$ cat config.mk
export PLATFORM = sky130hd
export DESIGN_NAME = mem_access_unit
export DESIGN_NICKNAME = d
export VERILOG_FILES = /design/src/rtl/mem_access_unit.sv
export SDC_FILE = /design/constraint.sdc
export NUM_CORES = 1
export LEC_CHECK = 0
export ABC_AREA = 1
export CAP_MARGIN = 40
export CELL_PAD_IN_SITES_DETAIL_PLACEMENT = 1
export CELL_PAD_IN_SITES_GLOBAL_PLACEMENT = 1
export CORE_ASPECT_RATIO = 0.5
export CORE_MARGIN = 4
export CORE_UTILIZATION = 20
export CTS_BUF_LIST = sky130_fd_sc_hd__clkbuf_4
export DETAILED_ROUTE_END_ITERATION = 16
export GPL_TIMING_DRIVEN = 0
export PLACE_DENSITY = 0.81
export SKIP_LAST_GASP = 1
export SYNTH_ARGS = -nofsm -noshare
export SYNTH_HDL_FRONTEND = slang
export SYNTH_SLANG_ARGS = --single-unit
$ cat constraint.sdc
create_clock -name clk -period 1.3 [get_ports clk]
set_input_delay 0.13 -clock clk [delete_from_list [all_inputs] [get_ports clk]]
set_output_delay 0.13 -clock clk [all_outputs]
set_load 0.005 [all_outputs]
$ cat src/rtl/mem_access_unit.sv
// mem_access_unit
//   Memory-stage load/store engine. Issues one transaction at a time on the
//   data-side SRAM-like bus (req / addr_ok / data_ok). Builds byte strobes and
//   replicated store data, detects misaligned accesses, and stalls the
//   pipeline while a transaction is in flight. The extended load result is
//   registered and held in DONE until the pipeline advances.
// Ports
//   clk, rst                      clock, synchronous active-high reset
//   mem_enM/mem_wenM/mem_sizeM/mem_signM  M-stage access descriptor
//   alu_outM, write_dataM         effective address, right-justified store data
//   flushM, pipe_stallM           cancel M instr / external stall
//   data_sram_*                   SRAM-like data bus
//   mem_rdataM                    extended load result (registered)
//   stallM, adelM, adesM, bad_addrM  stall request and address-error report
module mem_access_unit (
   input  logic        clk,
   input  logic        rst,
   input  logic        mem_enM,
   input  logic        mem_wenM,
   input  logic [1:0]  mem_sizeM,
   input  logic        mem_signM,
   input  logic [31:0] alu_outM,
   input  logic [31:0] write_dataM,
   input  logic        flushM,
   input  logic        pipe_stallM,
   output logic        data_sram_req,
   output logic        data_sram_wr,
   output logic [1:0]  data_sram_size,
   output logic [31:0] data_sram_addr,
   output logic [31:0] data_sram_wdata,
   output logic [3:0]  data_sram_wstrb,
   input  logic        data_sram_addr_ok,
   input  logic        data_sram_data_ok,
   input  logic [31:0] data_sram_rdata,
   output logic [31:0] mem_rdataM,
   output logic        stallM,
   output logic        adelM,
   output logic        adesM,
   output logic [31:0] bad_addrM
);

   typedef enum logic [1:0] {IDLE, REQ, WAIT, DONE} state_e;

   state_e      state_q, state_d;
   logic        cancel_q, cancel_d;
   logic [31:0] rdata_q, rdata_d;

   logic        is_byte, is_half, is_word, mis, need;
   logic        req_c, stall_c;
   logic [7:0]  ld_b;
   logic [15:0] ld_h;
   logic [31:0] ld_ext;

   // size 3 is reserved and behaves as a word access
   assign is_byte = (mem_sizeM == 2'd0);
   assign is_half = (mem_sizeM == 2'd1);
   assign is_word = mem_sizeM[1];

   assign mis  = (is_half & alu_outM[0]) | (is_word & (alu_outM[1:0] != 2'b00));
   assign need = mem_enM & ~mis & ~flushM;

   assign adelM     = mem_enM & ~mem_wenM & mis;
   assign adesM     = mem_enM &  mem_wenM & mis;
   assign bad_addrM = alu_outM;

   // Bus request fields follow the M-stage inputs directly; the pipeline is
   // stalled while a request is pending, so they stay stable on their own.
   assign data_sram_wr   = mem_wenM;
   assign data_sram_size = mem_sizeM;
   assign data_sram_addr = alu_outM;

   always_comb begin
      data_sram_wstrb = 4'b0000;
      data_sram_wdata = write_dataM;
      if (is_byte) begin
         data_sram_wdata = {4{write_dataM[7:0]}};
         if (mem_wenM) data_sram_wstrb = 4'b0001 << alu_outM[1:0];
      end else if (is_half) begin
         data_sram_wdata = {2{write_dataM[15:0]}};
         if (mem_wenM) data_sram_wstrb = alu_outM[1] ? 4'b1100 : 4'b0011;
      end else begin
         if (mem_wenM) data_sram_wstrb = 4'b1111;
      end
   end

   // Load lane select and extension
   always_comb begin
      case (alu_outM[1:0])
         2'd0:    ld_b = data_sram_rdata[7:0];
         2'd1:    ld_b = data_sram_rdata[15:8];
         2'd2:    ld_b = data_sram_rdata[23:16];
         default: ld_b = data_sram_rdata[31:24];
      endcase
      ld_h = alu_outM[1] ? data_sram_rdata[31:16] : data_sram_rdata[15:0];
      if (is_byte)      ld_ext = {{24{mem_signM & ld_b[7]}}, ld_b};
      else if (is_half) ld_ext = {{16{mem_signM & ld_h[15]}}, ld_h};
      else              ld_ext = data_sram_rdata;
   end

   always_comb begin
      state_d  = state_q;
      cancel_d = cancel_q;
      rdata_d  = rdata_q;
      req_c    = 1'b0;
      stall_c  = 1'b0;
      case (state_q)
         IDLE: begin
            req_c   = need;
            stall_c = need;
            if (need) state_d = data_sram_addr_ok ? WAIT : REQ;
         end
         REQ: begin
            req_c   = 1'b1;
            stall_c = 1'b1;
            // data_ok in this state is illegal and ignored
            if (data_sram_addr_ok) begin
               state_d  = WAIT;
               cancel_d = flushM;   // accepted and flushed in the same cycle
            end else if (flushM) begin
               state_d = IDLE;
            end
         end
         WAIT: begin
            stall_c = 1'b1;
            if (flushM) cancel_d = 1'b1;
            if (data_sram_data_ok) begin
               cancel_d = 1'b0;
               if (cancel_q | flushM) begin
                  state_d = IDLE;
               end else begin
                  state_d = DONE;
                  rdata_d = mem_wenM ? 32'h0 : ld_ext;
               end
            end
         end
         default: begin  // DONE: hold result, never re-issue
            if (flushM | ~pipe_stallM) state_d = IDLE;
         end
      endcase
      if (rst) begin
         req_c   = 1'b0;
         stall_c = 1'b0;
      end
   end

   always_ff @(posedge clk) begin
      if (rst) begin
         state_q  <= IDLE;
         cancel_q <= 1'b0;
         rdata_q  <= 32'h0;
      end else begin
         state_q  <= state_d;
         cancel_q <= cancel_d;
         rdata_q  <= rdata_d;
      end
   end

   assign data_sram_req = req_c;
   assign stallM        = stall_c;
   assign mem_rdataM    = rdata_q;

endmodule

After elaboration in Yosys (flattened, before gate mapping)

Cells that the tools add are included.

Bits in registers: 35
Logic and storage cells: 71

Equality and inequality tests: 10
Shifts and indexed selects: 1
Muxes and demuxes: 29
Bitwise operators: 18
Reduce and logical (&&, ||, !) cells: 10

Operators by type and width:

| kind                  | number |
|---|---|
| $mux W32              | 5 |
| $mux W4               | 6 |
| $pmux W8 S3           | 1 |
| $mux W16              | 1 |
| $mux W2               | 7 |
| $and A1 B1 Y1         | 10 |
| $eq A2 B1 Y1 const B  | 3 |
| $logic_not A2 Y1      | 3 |
| $ne A2 B2 Y1 const B  | 3 |
| $ne A3 B3 Y1 const B  | 2 |
| $pmux W1 S2           | 3 |
| $pmux W2 S3           | 1 |
| $reduce_and A3 Y1     | 2 |
| $mux W1               | 5 |
| $not A1 Y1            | 5 |
| $eq A2 B2 Y1 const B  | 2 |
| $reduce_and A4 Y1     | 1 |
| $reduce_bool A2 Y1    | 2 |
| $reduce_bool A4 Y1    | 1 |
| $shl A1 B2 Y4 const A | 1 |
| $or A1 B1 Y1          | 3 |
| $reduce_or A2 Y1      | 1 |

Longest topological paths before layout

Depth in word-level cells: 8
Gate-level depth with buffers: 10
Gate-level depth less buffers: 9

Least setup slack after synthesis

Ideal clock, no wire load.

Path kind: register to register
Start point: register state_q[0]
End point: register rdata_q[0] (netlist: mem_rdataM[0])
Arrival time: 1373 ps
Data required time: 1230 ps
Slack: -144 ps
Cell stages (with the launch flop): 10
Path buffers: 1
Clock period less this slack: 1444 ps
Cell sequence: dfxtp_1 > inv_1 > ha_1 > nand3_1 > nor2_2 > nand2_1 > buf_2 > a21oi_1 > nand2_1 > a21oi_1

Longest elaborated chain between the ends: 2

Ends and longest elaborated chain:

| element                            | RTL line | source |
|---|---|---|
| start: declaration                 | 44       | `state_e state_q, state_d;` |
| start signal: assignment           | 152      | `state_q <= state_d;` |
| $eq A2 B2 Y1                       | 106      | `case (state_q)` |
| $reduce_and A3 Y1 (no source line) | --       |  |
| end signal: assignment             | 154      | `rdata_q <= rdata_d;` |
| end: declaration                   | 46       | `logic [31:0] rdata_q, rdata_d;` |

No other way between the ends.
A chain may end at the register's enable or synchronous reset.

Worst setup path in the final report

Start point: register state_q[0]
End point: output port data_sram_req

Longest elaborated chain between the ends: 3
Elaborated cells between the ends (all ways): 4
Those cells by class: eq/ne (1); mux (2); reduce/logical (1)

Ends and longest elaborated chain:

| element                                                 | RTL line | source |
|---|---|---|
| $eq A2 B1 Y1 / $logic_not A2 Y1 (equally long branches) | 106      |  |
| $pmux W1 S2 (*)                                         | 106      |  |
| $mux W1 (*)                                             | 140      | `if (rst) begin` |
| end: declaration                                        | 26       | `output logic data_sram_req,` |

Mark *: on every way between the ends. The rest lies on a longest branch, timed or not.

==> out/summary.json <==
{
  "outcome": {
    "result_of_the_run": "finished, violations left",
    "violations": "negative setup slack"
  },
  "die": {
    "std_cell_rows": 32,
    "floorplan.initialDensity_pct": 21.0,
    "boundaryPins": 246,
    "dieWidth_um": 190,
    "die_area_um2": 18800,
    "die_h_um": 99.0,
    "core_region_area_um2": 15800
  },
  "timing": {
    "fmax_mhz": 588,
    "final.hold.worst_slack_ns": 0.217,
    "grt_setup_unrepaired": "true",
    "slew-limit-headroom_pct": 50.1,
    "worst_slew_pin_slew_ns": 0.748,
    "slew_violations": 0,
    "final.setup.worst_slack_ns": -0.400,
    "final_hold_viol_count": 0,
    "period_minus_slack_ns": 1.70,
    "fin_crit_sh_pct": 131,
    "timing.clock.skew_ns": 0.00831,
    "finalSetupViolCount": 37
  },
  "yosys": {
    "synth_seq_cells": 35,
    "synth.yosys.seq_area_share_pct": 21.1,
    "post-synth-top-area-fraction_pct": 21.1,
    "mappedNetlistNets": 655,
    "library_cells_used_by_synthesis": 27,
    "synth.most_common_cell": "sky130_fd_sc_hd__nand2_1",
    "synth_area_um2": 3310,
    "synth_top_flop_cell": "sky130_fd_sc_hd__dfxtp_1",
    "synth_top_cells_by_area": "sky130_fd_sc_hd__dfxtp_1 (21%), sky130_fd_sc_hd__nand2_1 (19%), sky130_fd_sc_hd__buf_4 (18%)",
    "synth.avg_cell_area_um2": 6.09,
    "synth.top_cells.by_count": "sky130_fd_sc_hd__nand2_1 (167), sky130_fd_sc_hd__buf_4 (79), sky130_fd_sc_hd__a21oi_1 (48)",
    "yosys.area.top_type": "sky130_fd_sc_hd__dfxtp_1",
    "synth_edf_count": 0,
    "synthArstFlopShare_pct": 0,
    "yosysWarnings": 0,
    "synth_cells": 544
  },
  "grt": {
    "globalRouteTotalUtil_pct": 17.6,
    "antenna_found_initial": 0,
    "grt_pass1_vias": 4879,
    "global_route.overflow_total": 0,
    "grt_start_max_net_pins": 17,
    "wire_length_of_the_first_global_routing_pass_um": 26500
  },
  "run": {
    "max-cap-violations": 0
  },
  "drt": {
    "drt.antenna.violating_nets": 0,
    "drt-initial-drc-count": 234,
    "route.vias.total": 4516,
    "routedWlPerCell_um": 17.3,
    "firstDrtPassIters": 6,
    "avgViaCountPerCell": 4.50,
    "wl_um": 17400,
    "drcViolationCount": 0
  },
  "power": {
    "final_power_uw": 3820,
    "pwr_density_cell_nw_per_um2": 609,
    "leakage_uw": 0.00289,
    "worst_ir_drop_vdd_mv": 0.352
  },
  "cells_and_area": {
    "area_delta_synth_final_pct": 89.3,
    "drive_above_1_share_pct": 31.2,
    "final_cells": 1004,
    "final_net_count": 893,
    "final_cell_area_um2": 6270,
    "antenna-diode-count": 0
  },
  "clock_tree": {
    "cts_tree": "built",
    "htreeDepth": 2,
    "clk-insertion-delay-late_ns": 0.34,
    "cts-buffers-inserted": 5,
    "post_cts_hold_buffer_count": 0,
    "clockRootBuffer": "sky130_fd_sc_hd__clkbuf_4",
    "clkSinkCount": 35,
    "clk_pin_slew_ns": 0.12,
    "cts_buffer_depth": 2
  },
  "place": {
    "dpl.hpwl_um": 13800,
    "finalWeightedCongestion": 0.934,
    "port_buffers": 211,
    "placed_cells": 976,
    "detailed_place.area_um2": 5760
  },
  "setup_path": {
    "critical_path_peak_fanout": 2,
    "required_ns": 1.17,
    "worst-setup-path-type": "register to primary output",
    "setup.worst_path.end_class": "primary output",
    "worst-endpoint-arrival_ns": 1.57,
    "setup.worst_path.start_class": "register"
  },
  "worst_hold_path": {
    "min-delay-path-class": "input port to register"
  }
}
what timing repair did:
item,CTS,global route
resized for setup,197,36
endpoints found under the setup margin,110,49
buffers inserted,18,3
pin swaps,20,16
gates cloned,2,0
cells by family (layout without fill, tap and decap cells):
group	Yosys count	after routing	synth area share (%)
simple gates	270	270	36.1
buf+inv	149	388	27.1
compound gates	86	86	14.2
flops	35	35	21.1
fa+ha+maj	4	4	1.51
placed cells by master (no fill, tap or decap), drive strengths merged, types with 8 or more instances in the layout:
master / netlist / final
clkdlybuf4s50: 0 / 137
o21ai: 19 / 19
dfxtp: 35 / 35
a21oi: 48 / 48
inv: 45 / 45
dlygate4sd2: 0 / 62
buf: 91 / 116
or2: 8 / 8
o211ai: 8 / 8
nand2: 175 / 175
nor2: 24 / 24
nand3: 43 / 43
clkbuf: 12 / 19
nand4: 15 / 15
final timing paths:
| kind | startpoint | slack, ns | cells past startpoint | end |
|---|---|---|---|---|
| max | state_q[0] | -0.40 | 8 | data_sram_req |
| min | mem_wenM | 0.22 | 4 | mem_rdataM[7] |
| max reg2reg | state_q[0] | -0.38 | 10 | mem_rdataM[25] |
| min reg2reg | mem_rdataM[24] | 0.47 | 2 | mem_rdataM[24] |
power breakdown:
group / switching (uW) / internal (uW) / leakage, uW
combinational: 863 / 1020 / 0.00255
sequential: 24.0 / 1110 / 0.000297
clock: 413 / 396 / 0.0000426
state kept, by name (all words and copies together) (netlist names):
signal and count:
cancel_q 1, state_q 2, mem_rdataM 32
layer usage:
metal / up-vias / GRT usage [%] / wire (um) / share of wire [%]
met5: - / 0 / 0 / 0
met4: 0 / 3.94 / 362 / 2.1
met3: 28 / 4.03 / 1260 / 7.3
met2: 162 / 33.0 / 9080 / 52
met1: 2164 / 20.3 / 6660 / 38
li1: 2162 / - / - / -
stage by stage:
stage	util, %	setup TNS, ns	setup slack, ns
final	39.7	-11.96	-0.400
after global routing	39.7	-14.57	-0.458
after CTS	39.0	-10.16	-0.413
after detailed placement	36.4	-45.83	-1.28
after global placement	36.4	-43.69	-1.24
after floorplan	-	-0.0507	-0.00682
layout make-up:
class,instances,area [um2]
clock inverter,3,38.8
multi-input combinational,360,1970
fill,1986,9540
buffer,102,826
inverter,46,188
clock buffer,5,37.5
tap,221,277
sequential,35,741
timing repair buffer,232,2200
critical path, cell delays in order, from the launching register on:
cell and delay, ns:
sky130_fd_sc_hd__dfxtp_4 0.38, sky130_fd_sc_hd__inv_4 0.07, sky130_fd_sc_hd__ha_4 0.13, sky130_fd_sc_hd__inv_2 0.04, sky130_fd_sc_hd__nor3_4 0.13, sky130_fd_sc_hd__buf_4 0.15
sky130_fd_sc_hd__nand2_4 0.05, sky130_fd_sc_hd__a21oi_2 0.14, sky130_fd_sc_hd__buf_2 0.14
Note: power is estimated with default switching activity, not from simulation.
